$ cat src/rtl/start_sequencer.sv
// start_sequencer: queues job requests and issues one start pulse per job to a downstream busy counter.
module start_sequencer #(
  parameter int MAX_PENDING = 4,
  parameter int PEND_W = 4
) (
  input  logic              i_clk,
  input  logic              i_reset_n,
  input  logic              i_request,
  input  logic              i_busy,
  output logic              o_start,
  output logic [PEND_W-1:0] o_pending,
  output logic              o_done,
  output logic              o_overflow
);
  localparam logic [1:0] IDLE = 2'd0, START = 2'd1, WAIT_ACK = 2'd2, WAIT_DONE = 2'd3;
  localparam logic [PEND_W-1:0] FULL = PEND_W'(MAX_PENDING);
  logic [1:0] state, state_nx;
  logic full, inc, dec, drop;
  always_comb begin
    state_nx = state;
    state_nx = (state == IDLE) ? ((o_pending != '0 && !i_busy) ? START : IDLE) :
               (state == START) ? WAIT_ACK :
               (i_busy ? WAIT_DONE : IDLE);
  end
  assign dec = state == START;
  assign full = o_pending == FULL;
  // A request at the limit still fits when this cycle issues a start.
  assign inc = i_request && (!full || dec);
  assign drop = i_request && full && !dec;
  assign o_start = state == START;
  always_ff @(posedge i_clk) begin
    if (!i_reset_n) begin
      state <= IDLE;
      o_pending <= '0;
      o_done <= 1'b0;
      o_overflow <= 1'b0;
    end else begin
      state <= state_nx;
      o_pending <= o_pending + PEND_W'(inc) - PEND_W'(dec);
      o_done <= (state == WAIT_ACK || state == WAIT_DONE) && !i_busy;
      if (drop) o_overflow <= 1'b1;
    end
  end
`ifdef FORMAL
  a_start_moore: assert property (@(posedge i_clk) o_start == (state == START));
  a_no_start_busy: assert property (@(posedge i_clk) disable iff (!i_reset_n) !(o_start && i_busy));
  a_bound: assert property (@(posedge i_clk) o_pending <= FULL);
  a_inc: assert property (@(posedge i_clk) i_reset_n && i_request && !dec && !full |=> o_pending == $past(o_pending) + 1'b1);
  a_dec: assert property (@(posedge i_clk) i_reset_n && dec && !i_request |=> o_pending == $past(o_pending) - 1'b1);
  a_both: assert property (@(posedge i_clk) i_reset_n && dec && i_request |=> o_pending == $past(o_pending));
  a_drop: assert property (@(posedge i_clk) i_reset_n && drop |=> o_pending == FULL && o_overflow);
  a_full_start: assert property (@(posedge i_clk) i_reset_n && !o_overflow && i_request && full && dec |=> !o_overflow);
  a_sticky: assert property (@(posedge i_clk) i_reset_n && o_overflow |=> o_overflow);
`endif
endmodule

$ cat config.mk
export PLATFORM = sky130hd
export DESIGN_NAME = start_sequencer
export DESIGN_NICKNAME = d
export VERILOG_FILES = /design/src/rtl/start_sequencer.sv
export SDC_FILE = /design/constraint.sdc
export NUM_CORES = 1
export LEC_CHECK = 0
export BUFFER_PORTS_ARGS = -buffer_cell sky130_fd_sc_hd__buf_2
export CAP_MARGIN = 20
export CORE_AREA = 4 4 41 43
export DETAILED_ROUTE_END_ITERATION = 10
export DIE_AREA = 0 0 45 47
export GPL_TIMING_DRIVEN = 0
export PLACE_DENSITY_LB_ADDON = 0.2
export SLEW_MARGIN = 15
export SYNTH_ARGS = -nofsm -noshare
export SYNTH_HDL_FRONTEND = slang
export SYNTH_SLANG_ARGS = --single-unit
export TNS_END_PERCENT = 1
$ cat constraint.sdc
create_clock -name i_clk -period 1.78 [get_ports i_clk]
set_clock_uncertainty 0.05 [all_clocks]
set_input_delay 0.178 -clock i_clk [delete_from_list [all_inputs] [get_ports i_clk]]
set_output_delay 0.178 -clock i_clk [all_outputs]
set_load 0.01 [all_outputs]
# Yosys cells after proc, flatten, opt, wreduce, memory -nomap -nowiden
# Index checks and enable logic that the tools add are counted.
# op_classes
n_addsub	2
n_mul	0
div	0
order_cmp	0
n_eq_ne	4
shift	0
n_mux	4
bitwise_logic	0
reduce_logical	12
# op_table
op	n
2-bit two-way mux	3
1-bit logical AND	5
4-bit by 1-bit adder with 4-bit output	1
2-bit == test (second input constant)	2
4-bit by 3-bit == test with 1-bit output (second input constant)	1
4-bit nonzero test	1
4-bit by 1-bit subtractor with 4-bit output	1
1-bit zero test	3
2-bit by 1-bit == test with 1-bit output (second input constant)	1
2-bit zero test	1
1-bit logical OR	2
1-bit two-way mux	1
# totals
ff_bits	8
latchBits	0
ram_bits	0
rom_bits	0
input_bits	4
wordCells	26
n_memories	0

# Longest topological paths before layout
# Gate-level depths: netlist of the first run.
# logic_depth
depth_word	6
mapped_depth	9
ltp_nobuf	9

# Worst setup path after synthesis of the first run
# OpenSTA, ideal clock, no wires.
# synth_path
path_kind	reg2reg
start	reg o_pending[3]
end	reg o_pending[2]
setup_time_ns	0.115
arrival_time_ns	1.728
t_required_ns	1.615
slack_ns	-0.113
path_stages_with_launch	10
synth_period_minus_slack_ns	1.893
path_cell_list	dfxtp_1 inv_1 ha_1 nor3b_1 o21ai_0 ha_1 inv_1 fa_1 xnor2_1 and2_1
# synth_via
elab_chain_cells	6
# synth_lines
item	line	source
start: declaration	11	output logic [PEND_W-1:0] o_pending,
start signal: assignment	39	o_pending <= o_pending + PEND_W'(inc) - PEND_W'(dec);
4-bit by 3-bit == test with 1-bit output	26	assign full = o_pending == FULL;
1-bit zero test	28	assign inc = i_request && (!full || dec);
1-bit logical OR	28	
1-bit logical AND	28	
4-bit by 1-bit adder with 4-bit output	39	
4-bit by 1-bit subtractor with 4-bit output	39	
# Every way passes these cells.
# A chain may end at the register's enable or synchronous reset.

# Final worst setup path of the first run
# layout_path
start	reg state[1]
end	reg o_pending[2]
# layout_via
elab_chain_cells	5
# layout_lines
item	line	source
start: declaration	17	logic [1:0] state, state_nx;
start signal: assignment	38	state <= state_nx;
2-bit by 1-bit == test with 1-bit output (*)	25	assign dec = state == START;
1-bit logical OR	28	
1-bit logical AND	28	
4-bit by 1-bit adder with 4-bit output	39	
4-bit by 1-bit subtractor with 4-bit output (*)	39	
# Mark *: on every way between the ends. The rest lies on a longest branch, timed or not.

==> Flow_metrics.wiki, run 1 <==
{| class="wikitable"
! Metric !! Value
|-
| Outcome || completed
|-
| Share of the synthesized area in compound gates (AO/OA/AOI/OAI) || 12.01%
|-
| Overall routed net length || 754 um
|-
| Synth Instances || 42
|-
| Max-capacitance violation count || 0
|-
| Number of nets with antenna violations after routing || 0
|-
| Final standard cell area without fillers || 561.8 um^2
|-
| Classification of the worst-slack hold path || input port to register
|-
| Die Y || 47 um
|-
| Routability Congestion || 0.6759
|-
| Critical path class || register to register
|-
| Startpoint class of the critical path || register
|-
| Required arrival time at the worst endpoint || 1.88 ns
|-
| Sequential share of power || 36.0%
|-
| Area share of fa/ha/maj cells after synthesis || 19.82%
|-
| Largest vdd supply drop || 0.5844 mV
|-
| Final cell count without fillers || 72
|-
| Ordered list of cells on the worst path || nand2b_4 -> or2_4 -> o21ai_2 -> ha_2 -> inv_2 -> fa_2 -> xnor2_1 -> and2_1
|-
| Fraction of post-synthesis cell area in the top cell type by area || 38.44%
|-
| Maximum level of the CTS H-tree || 1
|-
| TritonCTS sink count || 8
|-
| Synth Area in Simple Gates || 19.82%
|-
| Number of enable-type register cells in the synthesized netlist || 0
|-
| TritonCTS Buffers || 3
|-
| Die X || 45 um
|-
| Highest clock rate || 0.5685 GHz
|-
| # rows || 13
|-
| Clock Root Buffer || sky130_fd_sc_hd__clkbuf_4
|-
| Switching power summed over all nets || 295.5 uW
|-
| Clock power frac || 17.2%
|-
| Slowest library cell on the worst path || sky130_fd_sc_hd__dfxtp_2
|-
| Inserted Diodes || 0
|-
| Static Leakage || 0.0002669 uW
|-
| Endpoint kind of the worst setup timing path || register
|-
| Wire length of the first global-routing pass || 1269 um
|-
| Nets@finish || 69
|-
| Boundary Pins || 11
|-
| Vias in the first global route || 324
|-
| Tcrit/Tclk final || 98.81%
|-
| Delay of the slowest critical-path stage || 0.33 ns
|-
| Largest delay contributor family on the critical path || simple AND/OR/NAND/NOR gates
|-
| Origin of the worst min-delay path || i_request
|-
| Layout-stage area growth over the synthesis result || 34.83%
|-
| Clock-pin transition on the worst setup and hold timing paths || 0.06 ns
|-
| Post-layout util || 43.17%
|-
| #FFs+latches synth || 8
|-
| HPWL after detailed placement || 587.7 um
|-
| Worst-margin pin slew || 0.2976 ns
|-
| Initial antenna violation count || 0
|-
| Number of DRC markers after the initial detailed-route iteration || 1
|-
| Total cell area at the placement stage || 494.2 um^2
|-
| Total of buffers placed on input and output ports || 10
|-
| Critical register-to-register path startpoint || state[1]
|-
| Detailed-route DRC error count || 0
|-
| Period minus WS final || 1.759 ns
|-
| Slew Limit Fails || 0
|-
| Relative slew margins || 80.14%
|-
| Count of final hold-check violations || 0
|-
| Largest buffer count on any clock path || 2
|-
| CTS tree || built
|-
| Maximum number of pins on one net before global-route repair || 10
|-
| Post-Syn Nets || 52
|-
| Power density over the cells || 1453 nW/um^2
|-
| Crit-path max FO || 5
|-
| Arrival time worst endpoint || 1.85 ns
|-
| Relative contribution of combinational cells to total power || 46.8%
|-
| Cell count after placement || 67
|-
| Total number of vias || 322
|-
| Layout cell share with drive strength beyond 1 || 47.37%
|-
| Seq/Total Area, Yosys || 38.44%
|-
| Setup repair after global routing missed its margin || yes
|-
| Count of TritonRoute iterations in the first routing pass || 2
|-
| GRT Util Overall || 8.789%
|-
| Worst path bufs/invs || 1
|-
| Wirelength per Cell || 10.47 um
|-
| Main combinational cell family by area after synthesis || adder cells
|-
| Die area || 2115 um^2
|-
| Final global-route overflow total || 0
|-
| Minimum setup slack in the final design || 0.02110 ns
|-
| Starting utilization of the core area || 32.02%
|-
| Clock latency at the later pin of the worst-skew pair || 0.25 ns
|-
| Hold slack || 0.1566 ns
|-
| Synth area leader || sky130_fd_sc_hd__dfxtp_1
|-
| Worst setup path start || state[1]
|-
| Placement-stage worst setup slack || -0.03720 ns
|-
| Count of hold-fix buffers inserted at cts || 0
|-
| Most area-consuming cells after synthesis || sky130_fd_sc_hd__dfxtp_1, sky130_fd_sc_hd__ha_1, sky130_fd_sc_hd__inv_1
|-
| Distinct cell type count after synthesis || 22
|-
| Via-to-Cell Ratio || 4.472
|-
| Mux contribution to synthesized area || 2.402%
|-
| Share of synthesized flip-flops with an asynchronous set or reset || 0%
|-
| Yosys warnings || 0
|-
| Cell-internal power || 521.0 uW
|-
| Fraction of synthesized cell area in xor and xnor cells || 2.102%
|-
| Netlist area before placement || 416.7 um^2
|-
| Core area || 1301 um^2
|-
| Final setup vio count || 0
|-
| Synthesized area per cell || 9.920 um^2
|-
| Most frequently used flop master after synthesis || sky130_fd_sc_hd__dfxtp_1
|-
| Switching share of power || 36.19%
|}
==> final timing paths <==
check / endpoint / slack (ns) / depth (start not counted)
setup / recovery: o_pending[2] / 0.02 / 8
hold / removal: o_overflow / 0.16 / 3
hold reg to reg: o_overflow / 0.44 / 2
setup reg to reg: o_pending[2] / 0.02 / 8
==> worst register-to-register path: stages, from the launching register on <==
cell and delay, ns:
sky130_fd_sc_hd__dfxtp_2 0.33, sky130_fd_sc_hd__nand2b_4 0.15, sky130_fd_sc_hd__or2_4 0.24, sky130_fd_sc_hd__o21ai_2 0.06
sky130_fd_sc_hd__ha_2 0.20, sky130_fd_sc_hd__inv_2 0.04, sky130_fd_sc_hd__fa_2 0.32, sky130_fd_sc_hd__xnor2_1 0.12
sky130_fd_sc_hd__and2_1 0.14
==> cell type report <==
type | count | area [um^2]
inverters | 6 | 22.52
multi-input cells | 28 | 269.0
repair buffers | 12 | 65.06
flip-flops and latches | 8 | 163.9
fillers | 139 | 739.5
well taps | 15 | 18.77
clock buffers | 3 | 22.52
==> layout by cell type (no fill, tap or decap) <==
| cell | n |
|---|---|
| sky130_fd_sc_hd__buf_2 | 10 |
| sky130_fd_sc_hd__dfxtp_1 | 5 |
| sky130_fd_sc_hd__inv_1 | 4 |
| sky130_fd_sc_hd__nand2_1 | 3 |
| sky130_fd_sc_hd__ha_1 | 3 |
| sky130_fd_sc_hd__clkbuf_4 | 3 |
| sky130_fd_sc_hd__dfxtp_2 | 3 |
| sky130_fd_sc_hd__inv_2 | 2 |
| sky130_fd_sc_hd__and2_1 | 2 |
| sky130_fd_sc_hd__nor2b_1 | 2 |
| sky130_fd_sc_hd__buf_4 | 2 |
| sky130_fd_sc_hd__nand2b_4 | 1 |
| sky130_fd_sc_hd__or2_4 | 1 |
| sky130_fd_sc_hd__nor3b_4 | 1 |
| sky130_fd_sc_hd__o21ai_2 | 1 |
| sky130_fd_sc_hd__nand2b_1 | 1 |
| sky130_fd_sc_hd__a21o_1 | 1 |
| sky130_fd_sc_hd__a21oi_1 | 1 |
| sky130_fd_sc_hd__mux2i_1 | 1 |
| sky130_fd_sc_hd__and3b_1 | 1 |
| sky130_fd_sc_hd__a31oi_1 | 1 |
| sky130_fd_sc_hd__a21boi_0 | 1 |
| sky130_fd_sc_hd__nor2_1 | 1 |
| sky130_fd_sc_hd__a2111o_1 | 1 |
| sky130_fd_sc_hd__a21boi_1 | 1 |
| sky130_fd_sc_hd__xnor2_1 | 1 |
| sky130_fd_sc_hd__fa_2 | 1 |
| sky130_fd_sc_hd__ha_4 | 1 |
| sky130_fd_sc_hd__ha_2 | 1 |
==> logic make-up (layout without fill, tap and decap cells) <==
group | after synthesis | in the layout
xor+xnor | 1 | 1
mux | 1 | 1
flops | 8 | 8
fa+ha+maj | 6 | 6
simple gates | 13 | 13
compound gates | 7 | 7
buf+inv | 6 | 21
==> stage by stage <==
step	total power, uW	TNS, ns
global route	891.8	-0.09670
floorplan	531.0	0
global placement	621.7	-0.03366
finish	816.5	0
CTS	823.0	-0.02781
detailed placement	629.4	-0.03720
==> flip-flops by register name, indices dropped and copies added, names as in the netlist <==
register	flops
o_done	1
state	2
o_pending	4
o_overflow	1
==> cells in the mapped netlist, types with 2 or more instances <==
master	number
sky130_fd_sc_hd__and2_1	2
sky130_fd_sc_hd__dfxtp_1	8
sky130_fd_sc_hd__ha_1	5
sky130_fd_sc_hd__inv_1	6
sky130_fd_sc_hd__nand2_1	3
sky130_fd_sc_hd__nor2b_1	2
==> power by group through the flow <==
stage	combinational, uW	sequential, uW	clock [uW]
after CTS	379	296	147
after global placement	339	282	0
after detailed placement	345	284	0
final	382	294	140
after global routing	435	303	153
after floorplan	236	295	0
==> routing by layer <==
| layer | track usage, % | vias up | part of all wire, % |
|---|---|---|---|
| met4 | 3.509 | 0 | 0 |
| met5 | 0 | - | 0 |
| met1 | 9.153 | 145 | 44 |
| met2 | 14.12 | 10 | 46 |
| li1 | - | 167 | - |
| met3 | 5.747 | 0 | 9.5 |
==> what timing repair did <==
item,4_1_cts,5_1_grt
pin swaps,4,3
hold endpoints to repair,0,0
resized for setup,9,0
setup buffers,1,1
endpoints found under the setup margin,1,2
No activity file was read; power rests on OpenSTA's default activity.
==> run 2, diff against run 1 <==
Settings changed: PLACE_DENSITY_LB_ADDON 0.2 to default.
==> Flow_metrics.wiki, run 2 (synthesis gave the netlist of run 1 again) <==
{| class="wikitable"
! Metric !! Value
|-
| Crit-path max FO || 5
|-
| Outcome || completed
|-
| Initial antenna violation count || 0
|-
| Layout-stage area growth over the synthesis result || 35.74%
|-
| HPWL after detailed placement || 571.3 um
|-
| TritonCTS Buffers || 3
|-
| Critical register-to-register path startpoint || state[1]
|-
| TritonCTS sink count || 8
|-
| Total number of vias || 327
|-
| Top library cells by usage in the layout, fill and taps aside || sky130_fd_sc_hd__buf_2, sky130_fd_sc_hd__dfxtp_1, sky130_fd_sc_hd__inv_1
|-
| Startpoint class of the critical path || register
|-
| Die area || 2115 um^2
|-
| Endpoint kind of the worst setup timing path || register
|-
| Static Leakage || 0.0002690 uW
|-
| Detailed-route DRC error count || 0
|-
| Reg-to-reg critical path endpoint || o_pending[2]
|-
| Routability Congestion || 0.6880
|-
| Number of cells traversed by the worst register-to-register path || 8
|-
| Largest register FFs || 4
|-
| Post-layout util || 43.46%
|-
| Area of the multi-input gates || 272.8 um^2
|-
| Minimum setup slack in the final design || 0.02678 ns
|-
| Critical path class || register to register
|-
| Classification of the worst-slack hold path || input port to register
|-
| GRT Util Overall || 9.105%
|-
| Worst setup path start || state[1]
|-
| Seq. cell area || 163.9 um^2
|-
| Count of TritonRoute iterations in the first routing pass || 3
|-
| Core area || 1301 um^2
|-
| Final setup vio count || 0
|-
| Via-to-Cell Ratio || 4.542
|-
| # rows || 13
|-
| Wire length of the first global-routing pass || 1297 um
|-
| Starting utilization of the core area || 32.02%
|-
| Largest buffer count on any clock path || 2
|-
| Largest vdd supply drop || 0.6284 mV
|-
| Nets@finish || 69
|-
| Layout cell share with drive strength beyond 1 || 49.12%
|-
| Maximum level of the CTS H-tree || 1
|-
| Total of buffers placed on input and output ports || 10
|-
| Vias in the first global route || 308
|-
| Required arrival time at the worst endpoint || 1.87 ns
|-
| Die Y || 47 um
|-
| Period minus WS final || 1.753 ns
|-
| Tcrit/Tclk final || 98.50%
|-
| Setup repair after global routing missed its margin || yes
|-
| Die X || 45 um
|-
| Final global-route overflow total || 0
|-
| Max-capacitance violation count || 0
|-
| Slew Limit Fails || 0
|-
| Count of final hold-check violations || 0
|-
| Overall routed net length || 764 um
|-
| Most frequent standard cell in the layout excluding fill and tap cells || sky130_fd_sc_hd__buf_2
|-
| Worst reg2reg setup slack || 0.03 ns
|-
| Maximum number of pins on one net before global-route repair || 10
|-
| Largest regs || o_pending (4), state (2)
|-
| Arrival time worst endpoint || 1.84 ns
|-
| Relative slew margins || 79.29%
|-
| Clock-pin transition on the worst setup and hold timing paths || 0.05 ns
|-
| Hold slack || 0.1659 ns
|-
| Worst-margin pin slew || 0.3102 ns
|-
| Highest clock rate || 0.5704 GHz
|-
| Placement-stage worst setup slack || -0.02930 ns
|-
| Worst Setup EP || o_pending[2]
|-
| Inserted Diodes || 0
|-
| Fill cell count || 151
|-
| Count of hold-fix buffers inserted at cts || 0
|-
| Power density over the cells || 1457 nW/um^2
|-
| Clock Root Buffer || sky130_fd_sc_hd__clkbuf_4
|-
| Number of DRC markers after the initial detailed-route iteration || 8
|-
| Clock latency at the later pin of the worst-skew pair || 0.25 ns
|-
| Number of nets with antenna violations after routing || 0
|-
| Wirelength per Cell || 10.61 um
|-
| Largest register by flop count || o_pending
|-
| CTS tree || built
|-
| Boundary Pins || 11
|}
==> run 2: layout make-up <==
cell class                 count  share of cell area, %
clock buffer                   3                  3.982
timing repair buffer          12                  11.50
tap                           15                  3.319
multi-input combinational     28                  48.23
inverter                       6                  3.982
sequential                     8                  28.98
==> run 2: timing repair <==
action                                  CTS  global route
buffers inserted                          2             0
endpoints found under the setup margin    1             3
resized for setup                         9             1
pin swaps                                 4             3
==> run 2: worst min-delay path by stage <==
stage,start,endpoint,slack [ns],cells after the start
6_report,i_busy,state[0],0.17,3
3_3_place_gp,i_request,o_overflow,0.42,3
5_1_grt,i_busy,state[0],0.17,3
3_5_place_dp,i_busy,state[0],0.42,3
4_1_cts,i_busy,state[0],0.15,3
2_1_floorplan,i_reset_n,o_pending[0],0.25,1
==> run 2: critical path, stage by stage, from the launching register on <==
cell and delay, ns:
sky130_fd_sc_hd__dfxtp_2 0.32, sky130_fd_sc_hd__nand2b_4 0.15, sky130_fd_sc_hd__or2_4 0.24, sky130_fd_sc_hd__o21ai_2 0.06
sky130_fd_sc_hd__ha_2 0.20, sky130_fd_sc_hd__inv_2 0.04, sky130_fd_sc_hd__fa_2 0.33, sky130_fd_sc_hd__xnor2_1 0.12
sky130_fd_sc_hd__and2_1 0.13
==> run 2: layer usage <==
metal  GRT usage [%]  up-vias  wire, um
li1                -      169         -
met1           9.153      150       318
met2           15.25        6       400
met3           3.448        2        40
met4           7.018        0         4
met5               0        -         0
==> run 2: power breakdown <==
group	internal, uW	leakage [uW]	switching [uW]	total, uW
combinational	215	0.000188	182	396
sequential	234	0.0000667	61.8	296
clock	76.7	0.0000138	55.4	132
==> run 2: per-stage QoR <==
| step | setup TNS [ns] | total power [uW] | cells | instance area [um^2] |
|---|---|---|---|---|
| after floorplan | 0 | 531.0 | 42 | 425.4 |
| after global placement | -0.02526 | 616.2 | 67 | 494.2 |
| after detailed placement | -0.02930 | 629.6 | 67 | 494.2 |
| after CTS | -0.01056 | 826.3 | 72 | 561.8 |
| after global routing | -0.08666 | 919.8 | 72 | 565.5 |
| final | 0 | 824.2 | 72 | 565.5 |
